==> src/rtl/debounce_bcd7.sv <==
// Push-button debouncer with press strobe, plus a BCD-to-7-segment decoder (active-low segments).
// Define DEBOUNCE_BCD7_HEX_EN to show hex glyphs A..F for codes 10..15 instead of blanking them.
module debounce_bcd7 #(
  parameter int unsigned STABLE_CYCLES = 2000000,
  parameter int unsigned CNT_WIDTH     = 21
) (
  input  logic       clk,
  input  logic       rst_n,
  input  logic       key_i,
  output logic       key_o,
  output logic       key_rise,
  input  logic [3:0] bcd_i,
  output logic [6:0] seg_o
);

  localparam logic [CNT_WIDTH-1:0] LP_CNT_LAST = CNT_WIDTH'(STABLE_CYCLES - 1);
  localparam logic [CNT_WIDTH-1:0] LP_CNT_ONE  = CNT_WIDTH'(1);

  logic [1:0]           r_sync;
  logic [CNT_WIDTH-1:0] r_cnt;
  logic                 r_key;
  logic                 r_rise;
  logic                 w_key_s;
  logic                 w_key_next;
  logic [CNT_WIDTH-1:0] w_cnt_next;

  assign w_key_s = r_sync[1];

  // The counter only runs while the synchronized key disagrees with the
  // debounced level; any agreement (a bounce back) restarts it from zero.
  always_comb begin
    w_key_next = r_key;
    w_cnt_next = '0;
    if (w_key_s != r_key) begin
      if (r_cnt == LP_CNT_LAST) begin
        w_key_next = w_key_s;
      end else begin
        w_cnt_next = r_cnt + LP_CNT_ONE;
      end
    end
  end

  always_ff @(posedge clk or negedge rst_n) begin
    if (!rst_n) begin
      r_sync <= 2'b00;
      r_cnt  <= '0;
      r_key  <= 1'b0;
      r_rise <= 1'b0;
    end else begin
      r_sync <= {r_sync[0], key_i};
      r_cnt  <= w_cnt_next;
      r_key  <= w_key_next;
      r_rise <= w_key_next & ~r_key;
    end
  end

  assign key_o    = r_key;
  assign key_rise = r_rise;

  // Segment order {g,f,e,d,c,b,a}; a 0 lights the segment.
  always_comb begin
    seg_o = 7'h7F;
    case (bcd_i)
      4'd0:  seg_o = 7'h40;
      4'd1:  seg_o = 7'h79;
      4'd2:  seg_o = 7'h24;
      4'd3:  seg_o = 7'h30;
      4'd4:  seg_o = 7'h19;
      4'd5:  seg_o = 7'h12;
      4'd6:  seg_o = 7'h02;
      4'd7:  seg_o = 7'h78;
      4'd8:  seg_o = 7'h00;
      4'd9:  seg_o = 7'h10;
`ifdef DEBOUNCE_BCD7_HEX_EN
      4'd10: seg_o = 7'h08;
      4'd11: seg_o = 7'h03;
      4'd12: seg_o = 7'h46;
      4'd13: seg_o = 7'h21;
      4'd14: seg_o = 7'h06;
      4'd15: seg_o = 7'h0E;
`else
      default: seg_o = 7'h7F;
`endif
    endcase
  end

endmodule

==> config.mk <==
export PLATFORM = sky130hd
export DESIGN_NAME = debounce_bcd7
export DESIGN_NICKNAME = d
export VERILOG_FILES = /design/src/rtl/debounce_bcd7.sv
export SDC_FILE = /design/constraint.sdc
export NUM_CORES = 1
export LEC_CHECK = 0
export CORE_MARGIN = 3
export CORE_UTILIZATION = 54
export DETAILED_ROUTE_END_ITERATION = 12
export PLACE_DENSITY = 0.86
export SLEW_MARGIN = 20
export SYNTH_ARGS = -nofsm -noshare
export SYNTH_HDL_FRONTEND = slang
export SYNTH_SLANG_ARGS = --single-unit
export TNS_END_PERCENT = 1
==> constraint.sdc <==
create_clock -name clk -period 2.54 [get_ports clk]
set_input_delay 0.381 -clock clk [delete_from_list [all_inputs] [get_ports clk]]
set_output_delay 0.381 -clock clk [all_outputs]
set_load 0.05 [all_outputs]
==> summary.txt <==
Total negative slack: 0 ns
First drt pass iteration count: 4
Final Cycle Share: 0.953
Mapped Area: 1370 um2
Number of global-route vias before repair: 1092
Worst hold path type: register to register
Crit-path max FO: 5
Routed vias/inst: 6.00
Setup Skew: 0.00847 ns
Final Util: 0.703
GRT Total Usage: 0.191
Final wirelength: 2820 um
Power share of the sequential group: 0.562
Final net count: 181
Number of synthesized register bits: 25
Setup crit start kind: input port
Final count of hold timing violations: 0
CTS Buffer Depth: 2
Slew Viols, Final: 0
Clock slew at reported path FFs: 0.15 ns
Drt initial violations: 43
Status: complete, no violations
Mapped Nets: 163
Layout Area Growth over Synthesis: 18.8%
Worst VDD drop: 0.000438 V
CP required: 2.16 ns
Register Area: 626 um2
Slew Limit Headroom: 0.671
Root Buffer: clkbuf_4
Ys async rst share: 1.00
Sink Count: 25
Antenna viol nets, final: 0
RSZ-0062 raised after global routing: false
Row count: 17
Total design power: 0.000728 W
Vias: 1170
Register area share after synthesis: 0.456
Top achievable clock speed: 413 MHz
Main synth FF type: dfrtp_1
Sw power: 0.000212 W
Synth top cells by count: dfrtp_1, nor2_1, nand2_1, nand3_1
Post-synth top area share: 0.456
Syn. warnings: 0
Post-synth top area cell: dfrtp_1
Final setup viols: 0
Fill cells: 174
Cell internal pwr: 0.000516 W
Setup ws final: 0.119 ns
Final min period: 2.42 ns
Total setup buffers inserted after CTS: 0
CTS Buf Count: 3
Global-route wire length before repair: 4920 um
IO Pins: 16
CORE AREA: 2320 um2
Port buffer count: 15
GRT Residual Overflow: 0
# DRC: 0
Syn Area/Cell: 9.14 um2
Worst path arrival time: 2.04 ns
Clock Latency Late Sink: 0.33 ns
Gate power share: 0.181
Largest net degree at the start of global routing: 26
Leak pwr: 0.673 nW
Least-Margin Pin Slew: 0.491 ns
Max-Cap Viols: 0
H-tree Lvls: 1
Netlist cell types: 28
Cells after Synth: 150
Die ar.: 3180 um2
CP endpoint kind: primary output
Routability congestion estimate from global placement: 0.850
Sw Share: 0.291
Place WS: 0.154 ns
PwrDens: 447 nW/um2
Clock share of power: 0.258
Post-CTS Hold Buffers: 0
Post-DR wirelength/cell: 14.5 um
Ant. Diodes: 0
Chip Height: 56.4 um
Die W: 56.4 um
Area of the multi-input gates: 706 um2
Initial antenna violation count: 0
Layout cells sized above 1: 0.126
Post-CTS sizing: 0
Dpl hpwl: 2050 um
Most frequent cell after synthesis: dfrtp_1
Hold_ws: 0.374 ns
Synth area leaders: dfrtp_1, ha_1, nor2_1
Crit Path Category: input port to primary output
Number of synthesized flops with an enable pin: 0
Initial Util: 0.591
CTS tree: yes
-- layer usage --
metal  part of all wire  wire length [um]  vias up  track usage
met2               0.50              1410       42        0.329
li1                   -                 -      560            -
met1               0.42              1200      560        0.244
met4              0.016                46        0       0.0576
met3              0.057               162        8       0.0345
met5                  0                 0        -            0
-- power groups by stage --
stage | clock network (W) | logic (W) | registers, W
finish | 0.000188 | 0.000131 | 0.000409
detailed placement | 0 | 0.000132 | 0.000416
global placement | 0 | 0.000128 | 0.000416
floorplan | 0 | 0.0000665 | 0.000415
CTS | 0.000185 | 0.000132 | 0.000409
global route | 0.000202 | 0.000141 | 0.000410
-- per-stage QoR --
step	instances	instance area, um2
detailed placement	191	1600
finish	195	1630
global route	195	1630
global placement	191	1600
CTS	195	1630
floorplan	150	1370
-- area by class of cell --
cell class / instances / share of cell area
clock buffers: 3 / 0.0138
clock inverters: 1 / 0.00461
inverters: 6 / 0.0138
multi-input cells: 115 / 0.433
flip-flops and latches: 25 / 0.384
well taps: 28 / 0.0215
repair buffers: 17 / 0.129
-- final timing paths --
kind	from	endpoint	slack, ns	cells after the start
hold / removal	r_sync[0]$_DFF_PN0_	r_sync[1]$_DFF_PN0_	0.37	0
setup / recovery	bcd_i[1]	seg_o[0]	0.12	7
setup reg to reg	r_cnt[0]$_DFF_PN0_	r_cnt[20]$_DFF_PN0_	0.61	5
max in group asynchronous	rst_n	r_cnt[8]$_DFF_PN0_	1.91	2
min in group asynchronous	rst_n	r_cnt[19]$_DFF_PN0_	0.39	2
hold reg to reg	r_sync[0]$_DFF_PN0_	r_sync[1]$_DFF_PN0_	0.37	0
-- cell usage in the layout, fill, tap and decap left out --
cell,synthesis,routed
or3_2,2,2
nor2_1,20,20
clkdlybuf4s50_1,0,8
clkbuf_4,0,3
inv_1,6,6
or2_2,4,4
a31oi_1,1,1
or4_1,3,3
mux2_2,1,1
nor4bb_1,1,1
ha_1,6,6
clkinvlp_4,0,1
or3_1,3,3
nor3_1,3,3
nand4_2,1,1
nand3_1,10,10
buf_12,0,5
nand4_1,4,4
nor4_1,3,3
nor4b_1,2,2
xor2_1,6,6
dfrtp_1,25,25
xnor2_1,8,8
o31ai_1,3,3
o21bai_1,1,1
nor3b_1,1,1
o21ai_0,9,9
a21oi_1,9,9
and3_1,2,2
buf_4,0,4
nand2_1,12,12
-- registers in the layout (all words and copies together) (netlist names) --
register / flops
r_sync: 2
key_o: 1
key_rise: 1
r_cnt: 21
-- logic make-up (layout without fill, tap and decap cells) --
group           after synthesis  count (layout)  share of synthesized area
simple gates                 71              71                      0.270
flops                        25              25                      0.456
compound gates               23              23                     0.0922
xor+xnor                     14              14                     0.0894
buf+inv                      10              27                     0.0292
fa+ha+maj                     6               6                     0.0547
mux                           1               1                    0.00821
-- critical path, stage by stage --
cell	delay [ns]
clkdlybuf4s50_1	0.57
inv_1	0.13
ha_1	0.20
or2_2	0.27
a21oi_1	0.21
nor2_1	0.09
buf_4	0.19
Power figures use the tool's default switching activity.
